--- src/rtl/riscv_pipe_pkg.sv ---
// Shared pipeline definitions: forwarding-source encodings and scoreboard sizing defaults.
package riscv_pipe_pkg;

  localparam logic [1:0] FWD_RF = 2'd0;
  localparam logic [1:0] FWD_EX = 2'd1;
  localparam logic [1:0] FWD_MA = 2'd2;

  localparam int CNT_W_DEF  = 2;
  localparam int REG_SZ_DEF = 32;

endpackage

--- src/rtl/id_scoreboard_if.sv ---
// Decode-to-scoreboard bundle: issue request, EX/MA retirements and the hazard verdict.
interface id_scoreboard_if #(
    parameter int REG_SZ = 32
);
    logic              id_valid;
    logic [4:0]        id_rs1;
    logic [4:0]        id_rs2;
    logic              id_use_rs1;
    logic              id_use_rs2;
    logic [4:0]        id_rd;
    logic              id_rd_we;
    logic              ex_ack;
    logic [4:0]        ex_idx;
    logic [REG_SZ-1:0] ex_val;
    logic              ma_ack;
    logic [4:0]        ma_idx;
    logic [REG_SZ-1:0] ma_val;
    logic              flush;

    logic              id_issue;
    logic              id_stall;
    logic [1:0]        fwd_sel1;
    logic [1:0]        fwd_sel2;
    logic [REG_SZ-1:0] fwd_val1;
    logic [REG_SZ-1:0] fwd_val2;
    logic              busy;
    logic              err;
    logic [31:0]       stall_cnt;

    modport master (
        output id_valid, id_rs1, id_rs2, id_use_rs1, id_use_rs2, id_rd, id_rd_we,
               ex_ack, ex_idx, ex_val, ma_ack, ma_idx, ma_val, flush,
        input  id_issue, id_stall, fwd_sel1, fwd_sel2, fwd_val1, fwd_val2,
               busy, err, stall_cnt
    );

    modport slave (
        input  id_valid, id_rs1, id_rs2, id_use_rs1, id_use_rs2, id_rd, id_rd_we,
               ex_ack, ex_idx, ex_val, ma_ack, ma_idx, ma_val, flush,
        output id_issue, id_stall, fwd_sel1, fwd_sel2, fwd_val1, fwd_val2,
               busy, err, stall_cnt
    );
endinterface

--- src/rtl/id_scoreboard_hazard_src_check.sv ---
// Per-source hazard check: decides readiness and picks RF, EX or MA as the operand source.
module hazard_src_check
    import riscv_pipe_pkg::*;
#(
    parameter int REG_SZ = REG_SZ_DEF,
    parameter int CNT_W  = CNT_W_DEF
) (
    input  logic [4:0]        idx,
    input  logic              use_src,
    input  logic [CNT_W-1:0]  cnt,
    input  logic              ex_ack,
    input  logic [4:0]        ex_idx,
    input  logic [REG_SZ-1:0] ex_val,
    input  logic              ma_ack,
    input  logic [4:0]        ma_idx,
    input  logic [REG_SZ-1:0] ma_val,
    output logic              ready,
    output logic [1:0]        sel,
    output logic [REG_SZ-1:0] val
);
    logic             used;
    logic             ex_hit;
    logic             ma_hit;
    logic [CNT_W:0]   ret_w;

    assign used   = use_src && (idx != 5'd0);
    assign ex_hit = ex_ack && (ex_idx == idx);
    assign ma_hit = ma_ack && (ma_idx == idx);
    assign ret_w  = (CNT_W+1)'(ex_hit) + (CNT_W+1)'(ma_hit);

    // Ready once every outstanding write to this register retires no later than now.
    assign ready = !used || ({1'b0, cnt} <= ret_w);

    // NOTE: give every always_comb output a default first so no path infers a latch.
    always_comb begin
        sel = FWD_RF;
        val = '0;
        if (used && ex_hit) begin
            sel = FWD_EX;
            val = ex_val;
        end else if (used && ma_hit) begin
            sel = FWD_MA;
            val = ma_val;
        end
    end
endmodule

--- src/rtl/id_scoreboard.sv ---
// Decode-stage register scoreboard: per-register pending-write counters, issue/stall and forwarding.
module id_scoreboard
    import riscv_pipe_pkg::*;
#(
    parameter int REG_SZ = REG_SZ_DEF,
    parameter int CNT_W  = CNT_W_DEF
) (
    input logic           clk,
    input logic           rst,
    id_scoreboard_if.slave sb
);
    localparam logic [CNT_W-1:0] CNT_MAX = {CNT_W{1'b1}};

    logic [CNT_W-1:0] cnt      [32];
    logic [CNT_W-1:0] cnt_next [32];
    logic             ex_ack_g;
    logic             ma_ack_g;
    logic             ready1;
    logic             ready2;
    logic             rd_full;
    logic             err_set;
    logic             busy_c;
    logic             err_q;
    logic [31:0]      stall_q;

    // Retirements seen while reset is held must not leak into forwarding or counters.
    assign ex_ack_g = sb.ex_ack & ~rst;
    assign ma_ack_g = sb.ma_ack & ~rst;

    hazard_src_check #(.REG_SZ(REG_SZ), .CNT_W(CNT_W)) u_src1 (
        .idx     (sb.id_rs1),
        .use_src (sb.id_use_rs1),
        .cnt     (cnt[sb.id_rs1]),
        .ex_ack  (ex_ack_g),
        .ex_idx  (sb.ex_idx),
        .ex_val  (sb.ex_val),
        .ma_ack  (ma_ack_g),
        .ma_idx  (sb.ma_idx),
        .ma_val  (sb.ma_val),
        .ready   (ready1),
        .sel     (sb.fwd_sel1),
        .val     (sb.fwd_val1)
    );

    hazard_src_check #(.REG_SZ(REG_SZ), .CNT_W(CNT_W)) u_src2 (
        .idx     (sb.id_rs2),
        .use_src (sb.id_use_rs2),
        .cnt     (cnt[sb.id_rs2]),
        .ex_ack  (ex_ack_g),
        .ex_idx  (sb.ex_idx),
        .ex_val  (sb.ex_val),
        .ma_ack  (ma_ack_g),
        .ma_idx  (sb.ma_idx),
        .ma_val  (sb.ma_val),
        .ready   (ready2),
        .sel     (sb.fwd_sel2),
        .val     (sb.fwd_val2)
    );

    // A saturated destination may only take another write if one retires this cycle.
    assign rd_full = sb.id_rd_we && (sb.id_rd != 5'd0) && (cnt[sb.id_rd] == CNT_MAX)
                   && !(ex_ack_g && (sb.ex_idx == sb.id_rd))
                   && !(ma_ack_g && (sb.ma_idx == sb.id_rd));

    assign sb.id_issue  = sb.id_valid & ready1 & ready2 & ~rd_full & ~sb.flush;
    assign sb.id_stall  = sb.id_valid & ~sb.id_issue;
    assign sb.busy      = busy_c;
    assign sb.err       = err_q;
    assign sb.stall_cnt = stall_q;

    always_comb begin
        logic [CNT_W:0] ret_w;
        logic [CNT_W:0] inc_w;
        logic [CNT_W:0] base_w;
        logic [CNT_W:0] sum_w;
        err_set = 1'b0;
        busy_c  = 1'b0;
        for (int r = 0; r < 32; r++) begin
            ret_w  = (CNT_W+1)'(ex_ack_g && (sb.ex_idx == 5'(r)))
                   + (CNT_W+1)'(ma_ack_g && (sb.ma_idx == 5'(r)));
            inc_w  = (CNT_W+1)'(sb.id_issue && sb.id_rd_we && (sb.id_rd == 5'(r)));
            base_w = {1'b0, cnt[r]};
            sum_w  = base_w - ret_w + inc_w;
            busy_c = busy_c | (cnt[r] != '0);
            cnt_next[r] = cnt[r];
            if (r == 0) begin
                cnt_next[r] = '0;
            end else if (sb.flush) begin
                cnt_next[r] = '0;
            end else if (ret_w > base_w) begin
                cnt_next[r] = '0;
                err_set     = 1'b1;
            end else if (sum_w > {1'b0, CNT_MAX}) begin
                cnt_next[r] = CNT_MAX;
                err_set     = 1'b1;
            end else begin
                cnt_next[r] = sum_w[CNT_W-1:0];
            end
        end
    end

    // NOTE: the counter array is reset explicitly; pending state must vanish the moment rst rises.
    // NOTE: sequential state uses <= only, so every flop samples pre-edge values.
    always_ff @(posedge clk or posedge rst) begin
        if (rst) begin
            for (int r = 0; r < 32; r++) cnt[r] <= '0;
            err_q   <= 1'b0;
            stall_q <= '0;
        end else begin
            cnt     <= cnt_next;
            err_q   <= err_q | err_set;
            stall_q <= stall_q + 32'(sb.id_stall);
        end
    end
endmodule

--- src/flat_wrapper.sv ---
// flat-port wrapper written by rule: the top's interface ports become plain ports
module id_scoreboard_flat import riscv_pipe_pkg::*;
#(
    parameter int REG_SZ = REG_SZ_DEF,
    parameter int CNT_W  = CNT_W_DEF
)
  (clk, rst, sb_id_valid, sb_id_rs1, sb_id_rs2, sb_id_use_rs1, sb_id_use_rs2, sb_id_rd, sb_id_rd_we, sb_ex_ack, sb_ex_idx, sb_ex_val, sb_ma_ack, sb_ma_idx, sb_ma_val, sb_flush, sb_id_issue, sb_id_stall, sb_fwd_sel1, sb_fwd_sel2, sb_fwd_val1, sb_fwd_val2, sb_busy, sb_err, sb_stall_cnt);
  id_scoreboard_if #(.REG_SZ(REG_SZ)) sb_i ();
  input logic clk;
  input logic rst;
  input wire logic [$bits(sb_i.id_valid)-1:0] sb_id_valid;
  input wire logic [$bits(sb_i.id_rs1)-1:0] sb_id_rs1;
  input wire logic [$bits(sb_i.id_rs2)-1:0] sb_id_rs2;
  input wire logic [$bits(sb_i.id_use_rs1)-1:0] sb_id_use_rs1;
  input wire logic [$bits(sb_i.id_use_rs2)-1:0] sb_id_use_rs2;
  input wire logic [$bits(sb_i.id_rd)-1:0] sb_id_rd;
  input wire logic [$bits(sb_i.id_rd_we)-1:0] sb_id_rd_we;
  input wire logic [$bits(sb_i.ex_ack)-1:0] sb_ex_ack;
  input wire logic [$bits(sb_i.ex_idx)-1:0] sb_ex_idx;
  input wire logic [$bits(sb_i.ex_val)-1:0] sb_ex_val;
  input wire logic [$bits(sb_i.ma_ack)-1:0] sb_ma_ack;
  input wire logic [$bits(sb_i.ma_idx)-1:0] sb_ma_idx;
  input wire logic [$bits(sb_i.ma_val)-1:0] sb_ma_val;
  input wire logic [$bits(sb_i.flush)-1:0] sb_flush;
  output wire logic [$bits(sb_i.id_issue)-1:0] sb_id_issue;
  output wire logic [$bits(sb_i.id_stall)-1:0] sb_id_stall;
  output wire logic [$bits(sb_i.fwd_sel1)-1:0] sb_fwd_sel1;
  output wire logic [$bits(sb_i.fwd_sel2)-1:0] sb_fwd_sel2;
  output wire logic [$bits(sb_i.fwd_val1)-1:0] sb_fwd_val1;
  output wire logic [$bits(sb_i.fwd_val2)-1:0] sb_fwd_val2;
  output wire logic [$bits(sb_i.busy)-1:0] sb_busy;
  output wire logic [$bits(sb_i.err)-1:0] sb_err;
  output wire logic [$bits(sb_i.stall_cnt)-1:0] sb_stall_cnt;
  assign sb_i.id_valid = sb_id_valid;
  assign sb_i.id_rs1 = sb_id_rs1;
  assign sb_i.id_rs2 = sb_id_rs2;
  assign sb_i.id_use_rs1 = sb_id_use_rs1;
  assign sb_i.id_use_rs2 = sb_id_use_rs2;
  assign sb_i.id_rd = sb_id_rd;
  assign sb_i.id_rd_we = sb_id_rd_we;
  assign sb_i.ex_ack = sb_ex_ack;
  assign sb_i.ex_idx = sb_ex_idx;
  assign sb_i.ex_val = sb_ex_val;
  assign sb_i.ma_ack = sb_ma_ack;
  assign sb_i.ma_idx = sb_ma_idx;
  assign sb_i.ma_val = sb_ma_val;
  assign sb_i.flush = sb_flush;
  assign sb_id_issue = sb_i.id_issue;
  assign sb_id_stall = sb_i.id_stall;
  assign sb_fwd_sel1 = sb_i.fwd_sel1;
  assign sb_fwd_sel2 = sb_i.fwd_sel2;
  assign sb_fwd_val1 = sb_i.fwd_val1;
  assign sb_fwd_val2 = sb_i.fwd_val2;
  assign sb_busy = sb_i.busy;
  assign sb_err = sb_i.err;
  assign sb_stall_cnt = sb_i.stall_cnt;
  id_scoreboard #(.REG_SZ(REG_SZ), .CNT_W(CNT_W)) u_core (.clk(clk), .rst(rst), .sb(sb_i));
endmodule
--- config.mk ---
export PLATFORM = sky130hd
export DESIGN_NAME = id_scoreboard_flat
export DESIGN_NICKNAME = d
export VERILOG_FILES = /design/src/rtl/riscv_pipe_pkg.sv /design/src/rtl/id_scoreboard_if.sv /design/src/rtl/id_scoreboard_hazard_src_check.sv /design/src/rtl/id_scoreboard.sv /design/src/flat_wrapper.sv
export SDC_FILE = /design/constraint.sdc
export NUM_CORES = 1
export LEC_CHECK = 0
export CELL_PAD_IN_SITES_DETAIL_PLACEMENT = 1
export CELL_PAD_IN_SITES_GLOBAL_PLACEMENT = 1
export CORE_ASPECT_RATIO = 0.8
export CORE_MARGIN = 2
export CORE_UTILIZATION = 42
export CTS_BUF_LIST = sky130_fd_sc_hd__clkbuf_16
export DETAILED_ROUTE_END_ITERATION = 8
export PLACE_DENSITY = 0.83
export RECOVER_POWER = 100
export SLEW_MARGIN = 20
export SYNTH_ARGS = -nofsm -noshare
export SYNTH_HDL_FRONTEND = slang
export SYNTH_SLANG_ARGS = --single-unit
--- constraint.sdc ---
create_clock -name clk -period 13.5 [get_ports clk]
set_clock_uncertainty 0.15 [all_clocks]
set_input_delay 4.05 -clock clk [delete_from_list [all_inputs] [get_ports clk]]
set_output_delay 4.05 -clock clk [all_outputs]
set_load 0.01 [all_outputs]
==> summary.md <==
| Metric | Value |
|---|---|
| Outcome | complete, but fails checks |
| Failing checks | max-capacitance violations, max-slew violations |
| CP max FO | 10 |
| Placed Cells | 1859 |
| RSZ-0062 raised after global routing | no |
| CP endpoint kind | output port |
| Routability cong. | 0.987 |
| DR vias | 11345 |
| CTS root buf | clkbuf_16 |
| Worst EP arrival | 8630 ps |
| Post-synth EDFFs | 0 |
| Global-route usage over all layers | 30.7% |
| Final Non-Filler Cells | 1877 |
| Die X | 192 um |
| Internal Pwr Total | 0.857 mW |
| Design area | 14500 um^2 |
| Register area | 2380 um^2 |
| CP dominant cell by count | o21ai_0 |
| DRC Markers | 0 |
| Flops & latches, synth | between 90 and 100 |
| Slew Viols, Final | 156 |
| Clk buf depth | 2 |
| Num CTS Buffers | 9 |
| Crit share post-route | 95.0% |
| Max IR drop VDD | ~0.063 mV |
| Antenna Nets Post-Route | 0 |
| Synth cell types | 56 |
| Final Critical Period | 12830 ps |
| Clock sink count | 95 |
| Dominant synthesized flop cell | dfrtp_1 |
| Area grow syn2layout | 22.1% |
| Worst Slack Setup Final | around 670 ps |
| Port buffer count | 201 |
| DP Worst Slack | 1150 ps |
| Share of layout cells above drive strength 1 | around 5.4% |
| Max frequency | 77.9 MHz |
| Cell family with most CP delay | buffers and inverters |
| Net count after synthesis | around 1700 |
| Initial core utilization | between 40 and 50% |
| Worst-path clk slew | 80 ps |
| Max_cap viols | 4 |
| Post-CTS sizing | 0 |
| Die area | 29700 um^2 |
| Pin count of the biggest net entering global routing | 54 |
| Total power divided by cell area | 110 nW/um^2 |
| Clock Power Share | 18.2% |
| Drt total wl | 45.5 mm |
| Worst skew pair latency | 380 ps |
| Flop pwr share | 30.6% |
| Critical Path RT | between 9000 and 10000 ps |
| Syn_area_per_cell | 8.91 um^2 |
| Sequential area share after synthesis | 20.0% |
| Ports | 202 |
| Die Ht | 155 um |
| Final setup TNS | 0 ps |
| # setup viols final | 0 |
| Placed cell area | 14200 um^2 |
| Slew @ Worst Pin | 3100 ps |
| Rows | between 50 and 60 |
| Critical path type | in -> out |
| Dpl hpwl | around 36 mm |
| Post-CTS setup buffers | 0 |
| Core ar. | 28100 um^2 |
| 1st-iter DRT viols | around 1200 |
| DRT Pass-1 Iters | 5 |
| Psw | 0.739 mW |
| Total grt overflow | 0 |
| CP bufs+invs | 3 |
| CP peak stage delay | slightly below 1000 ps |
| Vias per inst | 6.04 |
| Area taken by multi-input logic gates | ~8400 um^2 |
| Critical path's slowest cell | dlygate4sd3_1 |
| TritonCTS clock tree | done |
| Nets | 1823 |
| Antenna violations before repair | 1 |
| Fill cells | 3332 |
| Lkg Pwr | roughly 6.6 nW |
| Vias in the first global route | 11970 |
| Synth warn | 0 |
| Worst path cell trace | dlygate4sd3_1 > clkbuf_1 > o21ai_0 > a22o_1 > mux4_2 > mux2_2 > ha_1 > nor2b_1 > o21ai_0 > o221ai_2 > o31a_1 > clkdlybuf4s50_1 |
| Startpoint Class | primary input |
| Post-synthesis cell count | 1336 |
| Max-slew headroom | -107% |
| First-pass GRT wire length | 69.6 mm |
| Cts hold-fix bufs | 0 |
| Sw frac | 46.3% |
| Hold violation count in the final report | 0 |
| Mapped Area | between 10000 and 15000 um^2 |
| Fraction of registers with async set/reset | between 90% and 100% |
| Comb pwr share | 51.2% |
| Worst hold path class | reg -> reg |
| Htree depth | 3 |
| Post-DR wirelength/cell | approximately 24 um |
[worst paths after layout]
kind | start | end | slack (ps) | depth (start not counted)
worst max register to register | u_core.cnt[27] | u_core.sb.err | 6500 | 17
worst min-delay path | u_core.sb.err | u_core.sb.err | 320 | 1
min in group asynchronous | rst | u_core.cnt[35] | 4130 | 2
worst min register to register | u_core.sb.err | u_core.sb.err | 320 | 1
worst max-delay path | sb_id_rs1[0] | sb_id_stall | 670 | 12
max in group asynchronous | rst | u_core.cnt[5] | 5750 | 3
[sequential cells by signal, indices dropped and copies added, names as in the netlist]
| name | cells |
|---|---|
| u_core.cnt | 62 |
| u_core.sb.stall_cnt | 32 |
| u_core.sb.err | 1 |
[power groups by stage]
stage                     Combinational [mW]  Sequential, mW  Clock, mW
after global routing                   0.899           0.487      0.305
after detailed placement               0.802           0.478          0
after global placement                 0.756           0.475          0
after floorplan                        0.546           0.416          0
after CTS                              0.813           0.474      0.294
final                                  0.818           0.489      0.290
[synthesized netlist by cell type (3+ instances only)]
cell	count	area share [%]
o22ai_1	7	0.37
buf_1	3	0.095
inv_1	225	7.1
or4_1	4	0.25
o21a_1	59	3.7
nor4_1	44	2.3
xnor2_1	61	4.5
mux2i_1	11	0.93
buf_2	15	0.63
nor4b_1	9	0.66
xor2_1	26	1.9
nand4_1	20	1.1
nor2b_1	42	2.2
nor3_1	27	1.1
fa_1	31	5.2
nand2_1	55	1.7
o2111ai_1	4	0.29
and2_1	12	0.63
a21oi_1	25	1.1
a22o_1	66	4.9
clkbuf_1	41	1.3
nand2b_1	8	0.42
ha_1	194	20
dfrtp_1	95	20
mux4_2	42	7.9
o221ai_1	9	0.66
o21ai_0	28	1.2
nand3_1	28	1.2
or2_2	3	0.16
nor2_1	107	3.4
[final cells by class]
cell class	count	area share, %
multi-input combinational	955	58.0
sequential	95	16.4
timing repair buffer	214	14.4
inverter	225	5.83
tap	370	3.19
clock buffer	9	1.55
clock inverter	7	0.663
antenna	2	0.0344
[layer usage]
metal / share of wire, % / global-route usage, % / up-vias
li1: - / - / 4933
met1: 41 / 39.7 / 5663
met2: 46 / 49.3 / 591
met3: 9.4 / 7.15 / 158
met4: 4.6 / 12.6 / 0
met5: 0 / 0 / -
[metrics by stage]
stage                     power (mW)  util (%)  hold slack, ps
final                           1.60      51.8             318
after global routing            1.69      51.8             354
after CTS                       1.58      51.8             329
after detailed placement        1.28      50.7             309
after global placement          1.23      50.7             306
after floorplan                0.962         -             354
[kinds of logic after synthesis]
group / after synthesis / synth area share, %
buffers and inverters: 286 / 9.31
adder cells (fa/ha/maj): 225 / 25.6
flip-flops: 95 / 20.0
AND/OR/NAND/NOR: 372 / 16.0
multiplexers: 54 / 8.97
XOR/XNOR: 87 / 6.40
AO/OA/AOI/OAI: 217 / 13.7
[placed cells by master (no fill, tap or decap), drive strengths merged, types with 4 or more instances in the layout]
| cell type | count |
|---|---|
| or2 | 4 |
| o221ai | 10 |
| o21ai | 29 |
| nand2 | 55 |
| dlygate4sd3 | 102 |
| inv | 229 |
| nor2 | 107 |
| nand4 | 20 |
| nor4 | 44 |
| clkbuf | 14 |
| ha | 194 |
| clkdlybuf4s50 | 98 |
| mux2i | 11 |
| dfrtp | 95 |
| or4 | 5 |
| o21a | 59 |
| o2111ai | 4 |
| xor2 | 26 |
| nor3 | 27 |
| o22ai | 7 |
| nor4b | 9 |
| nor3b | 4 |
| xnor2 | 61 |
| nand2b | 8 |
| a22o | 66 |
| fa | 31 |
| buf | 9 |
| a21oi | 25 |
| mux4 | 42 |
| nand3 | 28 |
| and2 | 12 |
| nor2b | 42 |
Note: power is estimated with default switching activity, not from simulation.
